===== config.mk =====
export PLATFORM = sky130hd
export DESIGN_NAME = fetch_ctrl_flat
export DESIGN_NICKNAME = d
export VERILOG_FILES = /design/src/rtl/fetch_ctrl_if.sv /design/src/rtl/fetch_ctrl.sv /design/src/flat_wrapper.sv
export SDC_FILE = /design/constraint.sdc
export NUM_CORES = 1
export LEC_CHECK = 0
export ABC_AREA = 1
export CORE_MARGIN = 5
export CORE_UTILIZATION = 55
export CTS_BUF_LIST = sky130_fd_sc_hd__clkbuf_8
export DETAILED_ROUTE_END_ITERATION = 10
export GPL_TIMING_DRIVEN = 1
export HOLD_SLACK_MARGIN = 0.02
export PLACE_DENSITY = 0.84
export SKIP_CTS_REPAIR_TIMING = 1
export SYNTH_ARGS = -nofsm -noshare
export SYNTH_HDL_FRONTEND = slang
export SYNTH_SLANG_ARGS = --single-unit

===== constraint.sdc =====
create_clock -name clk -period 4.6 [get_ports clk]
set_input_delay 1.15 -clock clk [delete_from_list [all_inputs] [get_ports clk]]
set_output_delay 1.15 -clock clk [all_outputs]
set_load 0.02 [all_outputs]

===== src/rtl/fetch_ctrl_if.sv =====
// Decode-side fetch queue handshake: head instruction, its address, valid/ready.
// master is the fetch sequencer, slave is the consumer.
interface fetch_ctrl_if #(
    parameter int ADDR_WIDTH  = 12,
    parameter int INSTR_WIDTH = 32
);
    logic                   out_valid;
    logic                   out_ready;
    logic [INSTR_WIDTH-1:0] out_instr;
    logic [ADDR_WIDTH-1:0]  out_pc;

    modport master (
        output out_valid,
        output out_instr,
        output out_pc,
        input  out_ready
    );

    modport slave (
        input  out_valid,
        input  out_instr,
        input  out_pc,
        output out_ready
    );
endinterface


===== src/rtl/fetch_ctrl.sv =====
// Fetch sequencer: PC drives a combinational ROM, fetched words queue in a DEPTH-entry FIFO.
// Push on the edge where rom_addr = A, head visible next cycle; full queue stalls PC unless popped.
module fetch_ctrl #(
    parameter int ADDR_WIDTH  = 12,
    parameter int INSTR_WIDTH = 32,
    parameter int DEPTH       = 4
) (
    input  logic                   clk,
    input  logic                   reset,
    output logic [ADDR_WIDTH-1:0]  rom_addr,
    input  logic [INSTR_WIDTH-1:0] rom_data,
    input  logic                   redirect_valid,
    input  logic [ADDR_WIDTH-1:0]  redirect_pc,
    fetch_ctrl_if.master           q,
    output logic                   halted,
    output logic [15:0]            fetch_count
);
    localparam int PW = $clog2(DEPTH);
    localparam int CW = PW + 1;

    typedef enum logic [1:0] {FETCH, DRAIN, HALTED} state_t;

    state_t                 state, state_nxt;
    logic [ADDR_WIDTH-1:0]  pc, pc_nxt;
    logic [PW-1:0]          head, tail;
    logic [CW-1:0]          count;
    logic                   push, pop;

    logic [INSTR_WIDTH-1:0] mem_instr [DEPTH];
    logic [ADDR_WIDTH-1:0]  mem_pc    [DEPTH];

    assign rom_addr    = pc;
    assign q.out_valid = (count != '0);
    assign q.out_instr = mem_instr[head];
    assign q.out_pc    = mem_pc[head];
    assign pop         = q.out_valid & q.out_ready;

    always_comb begin
        state_nxt = state;
        pc_nxt    = pc;
        push      = 1'b0;
        if (redirect_valid) begin
            state_nxt = FETCH;
            pc_nxt    = redirect_pc;
        end else begin
            unique case (state)
                FETCH: begin
                    // The all-zero word marks end of trace and is never queued.
                    if (rom_data == '0) begin
                        state_nxt = DRAIN;
                    end else if ((count < CW'(DEPTH)) || pop) begin
                        push   = 1'b1;
                        pc_nxt = pc + ADDR_WIDTH'(4);
                    end
                end
                DRAIN: begin
                    if ((count == '0) || ((count == CW'(1)) && pop))
                        state_nxt = HALTED;
                end
                default: ;
            endcase
        end
    end

    always_ff @(posedge clk) begin
        if (!reset) begin
            state       <= FETCH;
            pc          <= '0;
            head        <= '0;
            tail        <= '0;
            count       <= '0;
            halted      <= 1'b0;
            fetch_count <= '0;
        end else begin
            state  <= state_nxt;
            pc     <= pc_nxt;
            halted <= !redirect_valid && (state == HALTED);
            if (push)
                fetch_count <= fetch_count + 16'd1;
            // Redirect discards every queued wrong-path entry, including one popped this cycle.
            if (redirect_valid) begin
                head  <= '0;
                tail  <= '0;
                count <= '0;
            end else begin
                if (push)
                    tail <= tail + PW'(1);
                if (pop)
                    head <= head + PW'(1);
                unique case ({push, pop})
                    2'b10:   count <= count + CW'(1);
                    2'b01:   count <= count - CW'(1);
                    default: ;
                endcase
            end
        end
    end

    always_ff @(posedge clk) begin
        if (push) begin
            mem_instr[tail] <= rom_data;
            mem_pc[tail]    <= pc;
        end
    end
endmodule


===== src/flat_wrapper.sv =====
// flat-port wrapper written by rule: the top's interface ports become plain ports
module fetch_ctrl_flat 
#(
    parameter int ADDR_WIDTH  = 12,
    parameter int INSTR_WIDTH = 32,
    parameter int DEPTH       = 4
)
  (clk, reset, rom_addr, rom_data, redirect_valid, redirect_pc, halted, fetch_count, q_out_valid, q_out_instr, q_out_pc, q_out_ready);
  fetch_ctrl_if #(.ADDR_WIDTH(ADDR_WIDTH), .INSTR_WIDTH(INSTR_WIDTH)) q_i ();
  input  logic clk;
  input  logic reset;
  output logic [ADDR_WIDTH-1:0] rom_addr;
  input  logic [INSTR_WIDTH-1:0] rom_data;
  input  logic redirect_valid;
  input  logic [ADDR_WIDTH-1:0] redirect_pc;
  output logic halted;
  output logic [15:0] fetch_count;
  output wire logic [$bits(q_i.out_valid)-1:0] q_out_valid;
  output wire logic [$bits(q_i.out_instr)-1:0] q_out_instr;
  output wire logic [$bits(q_i.out_pc)-1:0] q_out_pc;
  input wire logic [$bits(q_i.out_ready)-1:0] q_out_ready;
  assign q_out_valid = q_i.out_valid;
  assign q_out_instr = q_i.out_instr;
  assign q_out_pc = q_i.out_pc;
  assign q_i.out_ready = q_out_ready;
  fetch_ctrl #(.ADDR_WIDTH(ADDR_WIDTH), .INSTR_WIDTH(INSTR_WIDTH), .DEPTH(DEPTH)) u_core (.clk(clk), .reset(reset), .rom_addr(rom_addr), .rom_data(rom_data), .redirect_valid(redirect_valid), .redirect_pc(redirect_pc), .q(q_i), .halted(halted), .fetch_count(fetch_count));
endmodule

### Word-level counts from Yosys, hierarchy flattened

Memory sizes are Yosys's and may differ from the RTL's. A register that Yosys moved wholly into a read port is not among the register bits.
Index checks and enable logic that the tools add are counted.

* register bits: 38
* bits in writable memories: 176
* input bits: 48
* output and inout port bits: 74
* memories: 2

* $add $sub $neg: 6
* $lt $le $gt $ge: 1
* equal/unequal tests: 8
* mux-type cells: 18
* bitwise logic cells: 2
* reductions and logical operators: 16

Memories
* u_core.mem_instr: depth 4, bits a word 32, rd ports 1, clocked after Yosys merged registers in 1, wr ports 1, line fetch_ctrl.sv:29 `logic [INSTR_WIDTH-1:0] mem_instr [DEPTH];`
* u_core.mem_pc: depth 4, bits a word 12, rd ports 1, clocked after Yosys merged registers in 1, wr ports 1, line fetch_ctrl.sv:30 `logic [ADDR_WIDTH-1:0] mem_pc [DEPTH];`

Operators with widths (number)
* $mux W12: 4
* $logic_not A32 Y1: 1
* $add A16 B1 Y16 const B: 1
* $add A12 B3 Y12 const B: 1
* $mux W2: 6
* $reduce_bool A2 Y1: 4
* $mux W1: 6
* $pmux W3 S2: 1
* $reduce_and A3 Y1: 2
* $add A2 B1 Y2 const B: 2
* $eq A2 B1 Y1 const B: 2
* $eq A2 B2 Y1 const B: 2
* $ne A2 B1 Y1 const B: 2
* $pmux W2 S2: 1
* $add A3 B1 Y3 const B: 1
* $eq A3 B1 Y1 const B: 1
* $logic_not A3 Y1: 1
* $lt A3 B3 Y1 const B: 1
* $reduce_bool A3 Y1: 1
* $sub A3 B1 Y3 const B: 1
* $logic_and A1 B1 Y1: 2
* $logic_not A2 Y1: 1
* $logic_or A1 B1 Y1: 2
* $ne A2 B2 Y1 const B: 1
* other kinds (4): 4

### Longest topological paths before layout

Gate-level depths: netlist (run 1).

* depth in word-level cells: 9
* gate-level depth with buffers: 14
* gate-level depth less buffers: 13

### Least setup slack after synthesis (run 1)

OpenSTA, ideal clock, no wires.

* kind: in2reg
* from: input rom_data[0]
* to: memory u_core.mem_instr[0][0] (enable)
* setup time: 0.445 ns
* arrival: 3.625 ns
* required time: 4.155 ns
* slack: 0.529 ns
* stages: 9
* cells stage by stage: nor2_1 -> nand2_1 -> nor2_1 -> nand2_1 -> nor2_4 -> nor2_2 -> nand2_1 -> buf_2 -> nor2_1

* cells in the longest elaborated chain, start to end: 6

RTL lines
* start: declaration: line flat_wrapper.sv:13 `input logic [INSTR_WIDTH-1:0] rom_data;`
* $logic_not A32 Y1: line fetch_ctrl.sv:49 `if (rom_data == '0) begin`
* $mux W1: line fetch_ctrl.sv:49
* $mux W1: line fetch_ctrl.sv:46 `unique case (state)`
* $mux W1: line fetch_ctrl.sv:42 `if (redirect_valid) begin`
* $mux W1: line fetch_ctrl.sv:100 `if (push) begin`
* $mux W1 (not written as such): line fetch_ctrl.sv:101 `mem_instr[tail] <= rom_data;`
* end: declaration: line fetch_ctrl.sv:29

Every way passes these cells.

==> metrics.cfg, run 1 <==
[critical_path]
worstPathBufferInverterCount=3
timing.critical_path.slowest_cell_delay_ns=0.67
crit_path_max_fanout=32
setup.worst_path.class=flip-flop to primary output
slowest_stage=sky130_fd_sc_hd__clkdlybuf4s50_1
crit_path_cell_trace=inv_1 -> buf_4 -> o21ai_0 -> o22ai_1 -> clkdlybuf4s50_1
critPathArrivalTime_ns=2.76
cp_data_required_time_ns=3.45
cp-end-kind=primary output
worst_setup_path_start_kind=flip-flop
crit_family=buffers and inverters

[timing]
worst_pin_slew_ns=0.8166
skew_ns=0.02055
layout_setup_ws_ns=0.6896
grt_setup_unrepaired=no
achievable-frequency_mhz=255.7
final.min_clock_period_ns=3.910
setup_viol=0
hold_viol_final=0
drv_slew=0
hold_slack_ns=0.4912
layout_worst_path_cycle_share_pct=85.01
slew_headroom_pct=45.56
tns_ns=0

[synth]
register_area_share_after_synthesis_pct=68.46
async_reset_ff_share_pct=0
post_synth.cell_area_avg_sq_um=11.11
yosysWarnings=0
synth_seq_cells=216
synth_edf_count=176
mappedNetlistArea_sq_um=8890
synth_fp_nets=859
synth_cell_types=31
postSynth.topFlopCell=sky130_fd_sc_hd__edfxtp_1
postSynthCellCount=800

[floorplanning]
row_cnt=46
die-area_sq_um=18810
coreArea_sq_um=15890
die_h_um=137.1
die_width_um=137.1
initial_standard_cell_utilization_of_the_core_pct=55.96
boundaryPins=122

[final_layout]
fin_area_sq_um=10940
fin_util_pct=68.89
final_layout_size_suffix_gt1_share_pct=9.129
finalNetCount=987
insertedDiodeCount=0
final_cell_count_no_fill=1169
synthToLayoutAreaGrowth_pct=23.10

[outcome]
status=complete, no violations

[global_routing]
grt_pass1_wl_um=31150
initial_antenna_violation_count=0
first_global_vias=6163
grt_use_total_pct=20.94
overflow=0
grt_start_max_net_pins=89

[power]
power.static_leakage_nw=3.857
power_mw=4.039
power-per-cell-area_nw_per_um2=369.1
worst_voltage_drop_across_the_vdd_grid_v=0.0002524

[clock_tree]
htree_num_levels=1
cts.clk_slew.worst_paths_ns=0.07
clockRootBuffer=sky130_fd_sc_hd__clkbuf_8
tritoncts_num_sinks=216
cts.path.max_buffers=3
worstSkewPairLatency_ns=0.55
numCtsBuffers=31
tritoncts=built

[place]
post_dp_cell_area_sq_um=10340
portBuffers=121
pre_cts_slack_ns=0.7203
placed_cells_incl_taps=1111
dpl.hpwl_um=12010
gp_congestion=0.8011

[min_path]
min-delay-path-class=flip-flop to flip-flop

[routing]
vias_per_cell=5.430
detail_route.wirelength_um=19520
drt-initial-drc-count=548
drtPass1Iterations=4
detailroute.via_count=6348
routed_wire_length_per_instance_um=16.70
route.antenna.remaining_nets=0
drc_errors=0

[job]
maxCapViolCount=0

==> cells in the final DEF (no fill, tap or decap) <==
| cell type | n |
|---|---|
| sky130_fd_sc_hd__a21boi_1 | 1 |
| sky130_fd_sc_hd__a21oi_1 | 16 |
| sky130_fd_sc_hd__a31oi_1 | 1 |
| sky130_fd_sc_hd__buf_12 | 2 |
| sky130_fd_sc_hd__buf_4 | 11 |
| sky130_fd_sc_hd__bufinv_16 | 1 |
| sky130_fd_sc_hd__clkbuf_8 | 35 |
| sky130_fd_sc_hd__clkdlybuf4s50_1 | 121 |
| sky130_fd_sc_hd__clkinv_1 | 8 |
| sky130_fd_sc_hd__clkinv_2 | 6 |
| sky130_fd_sc_hd__clkinvlp_4 | 1 |
| sky130_fd_sc_hd__dfxtp_1 | 39 |
| sky130_fd_sc_hd__dfxtp_2 | 1 |
| sky130_fd_sc_hd__edfxtp_1 | 176 |
| sky130_fd_sc_hd__ha_1 | 11 |
| sky130_fd_sc_hd__inv_1 | 49 |
| sky130_fd_sc_hd__inv_2 | 1 |
| sky130_fd_sc_hd__nand2_1 | 106 |
| sky130_fd_sc_hd__nand2_2 | 1 |
| sky130_fd_sc_hd__nand3_1 | 29 |
| sky130_fd_sc_hd__nand3_2 | 11 |
| sky130_fd_sc_hd__nand4_1 | 2 |
| sky130_fd_sc_hd__nor2_1 | 146 |
| sky130_fd_sc_hd__nor2_2 | 8 |
| sky130_fd_sc_hd__nor2_4 | 5 |
| sky130_fd_sc_hd__nor3_1 | 7 |
| sky130_fd_sc_hd__nor3_2 | 1 |
| sky130_fd_sc_hd__nor4_1 | 2 |
| sky130_fd_sc_hd__o21ai_0 | 97 |
| sky130_fd_sc_hd__o21ai_1 | 3 |
| sky130_fd_sc_hd__o21ai_2 | 2 |
| sky130_fd_sc_hd__o22ai_1 | 44 |
| sky130_fd_sc_hd__or2_2 | 1 |
| sky130_fd_sc_hd__xnor2_1 | 2 |
| sky130_fd_sc_hd__xor2_1 | 6 |
==> final timing paths <==
| path | start | endpoint | slack [ns] | cells after the start |
|---|---|---|---|---|
| worst min register to register | u_core.head[0]$_SDFFE_PP0P_ | u_core.head[0]$_SDFFE_PP0P_ | 0.49 | 1 |
| worst min-delay path | u_core.head[0]$_SDFFE_PP0P_ | u_core.head[0]$_SDFFE_PP0P_ | 0.49 | 1 |
| worst max-delay path | flip-flop | q_out_instr[1] | 0.69 | 5 |
| worst max register to register | u_core.state[0]$_SDFFE_PP0P_ | u_core.mem_instr[0][26]$_DFFE_PP_ | 2.28 | 6 |
==> cells in the mapped netlist (2+ instances only) <==
library cell                 n  area [sq um]
sky130_fd_sc_hd__a21oi_1    16         80.08
sky130_fd_sc_hd__buf_2       9         45.04
sky130_fd_sc_hd__buf_6       2         22.52
sky130_fd_sc_hd__clkbuf_1   26         97.59
sky130_fd_sc_hd__dfxtp_1    40         800.8
sky130_fd_sc_hd__edfxtp_1  176          5285
sky130_fd_sc_hd__ha_1       11         137.6
sky130_fd_sc_hd__inv_1      42         157.7
sky130_fd_sc_hd__nand2_1   106         397.9
sky130_fd_sc_hd__nand3_1    29         145.1
sky130_fd_sc_hd__nand3_2    11         110.1
sky130_fd_sc_hd__nand4_1     2         12.51
sky130_fd_sc_hd__nor2_1    150         563.0
sky130_fd_sc_hd__nor2_2      8         50.05
sky130_fd_sc_hd__nor3_1      7         35.03
sky130_fd_sc_hd__nor4_1      2         12.51
sky130_fd_sc_hd__o21ai_0    97         485.5
sky130_fd_sc_hd__o21ai_1     3         15.01
sky130_fd_sc_hd__o21ai_2     2         17.52
sky130_fd_sc_hd__o22ai_1    44         275.3
sky130_fd_sc_hd__xnor2_1     2         17.52
sky130_fd_sc_hd__xor2_1      6         52.55
==> state kept, by name, indices dropped and copies added, names as in the netlist, named ones only <==
name,cells
u_core.mem_instr,128
u_core.rom_addr,12
u_core.count,3
u_core.head,2
u_core.halted,1
u_core.state,2
u_core.fetch_count,16
u_core.mem_pc,48
u_core.tail,2
==> per-layer routing <==
metal | vias to the layer above | track usage [%] | wire (um)
li1 | 3055 | - | -
met1 | 3036 | 28.05 | 8223
met2 | 230 | 34.88 | 9453
met3 | 27 | 4.228 | 1465
met4 | 0 | 6.098 | 380
met5 | - | 0 | 0
==> worst register-to-register path, cell delays in order (launching register included) <==
cell and delay (ns):
sky130_fd_sc_hd__dfxtp_1 0.35, sky130_fd_sc_hd__nor2_1 0.14, sky130_fd_sc_hd__o21ai_2 0.10, sky130_fd_sc_hd__nor2_2 0.13, sky130_fd_sc_hd__nand2_1 0.36, sky130_fd_sc_hd__nor2_4 0.64, sky130_fd_sc_hd__buf_12 0.28
==> cell type report <==
type                            instances  area [sq um]
Clock inverter                         23         123.9
Sequential cell                       216          6087
Timing Repair Buffer                  134          1334
Multi-Input combinational cell        502          2485
Clock buffer                           35         481.7
Inverter                               43         161.4
Tap cell                              216         270.3
Fill cell                            1150          4942
==> where the power goes <==
part	total (mW)	switching, mW	internal, mW	leakage [nW]
clock network	1.44	0.685	0.753	0.339
registers	2.22	0.0342	2.19	1.95
logic	0.380	0.219	0.161	1.57
total	4.04	0.938	3.10	3.86
==> logic make-up (layout without fill, tap and decap cells) <==
group / after synthesis / count (layout) / synth area share [%]
and+or+nand+nor: 319 / 319 / 15.30
DFF: 216 / 216 / 68.46
AOI/OAI and AO/OA: 164 / 164 / 9.979
buffers and inverters: 82 / 235 / 3.927
adders and majority gates: 11 / 11 / 1.548
xor gates and xnor gates: 8 / 8 / 0.7882
(Power assumes the default switching activity.)
==> run 2, diff against run 1 <==
--- a/config.mk
+++ b/config.mk
@@ -10,6 +10,7 @@
 export CORE_UTILIZATION = 55
 export CTS_BUF_LIST = sky130_fd_sc_hd__clkbuf_8
 export DETAILED_ROUTE_END_ITERATION = 10
+export GPL_ROUTABILITY_DRIVEN = 0
 export GPL_TIMING_DRIVEN = 1
 export HOLD_SLACK_MARGIN = 0.02
 export PLACE_DENSITY = 0.84
==> results of run 2 <==
No change in the layout: final DEF, timing and power equal those of run 1.
==> run 3, diff against run 2 <==
--- a/config.mk
+++ b/config.mk
@@ -6,6 +6,7 @@
 export NUM_CORES = 1
 export LEC_CHECK = 0
 export ABC_AREA = 1
+export ABC_CLOCK_PERIOD_IN_PS = 4600
 export CORE_MARGIN = 5
 export CORE_UTILIZATION = 55
 export CTS_BUF_LIST = sky130_fd_sc_hd__clkbuf_8
==> results of run 3 <==
No change in the layout: final DEF, timing and power equal those of run 1.
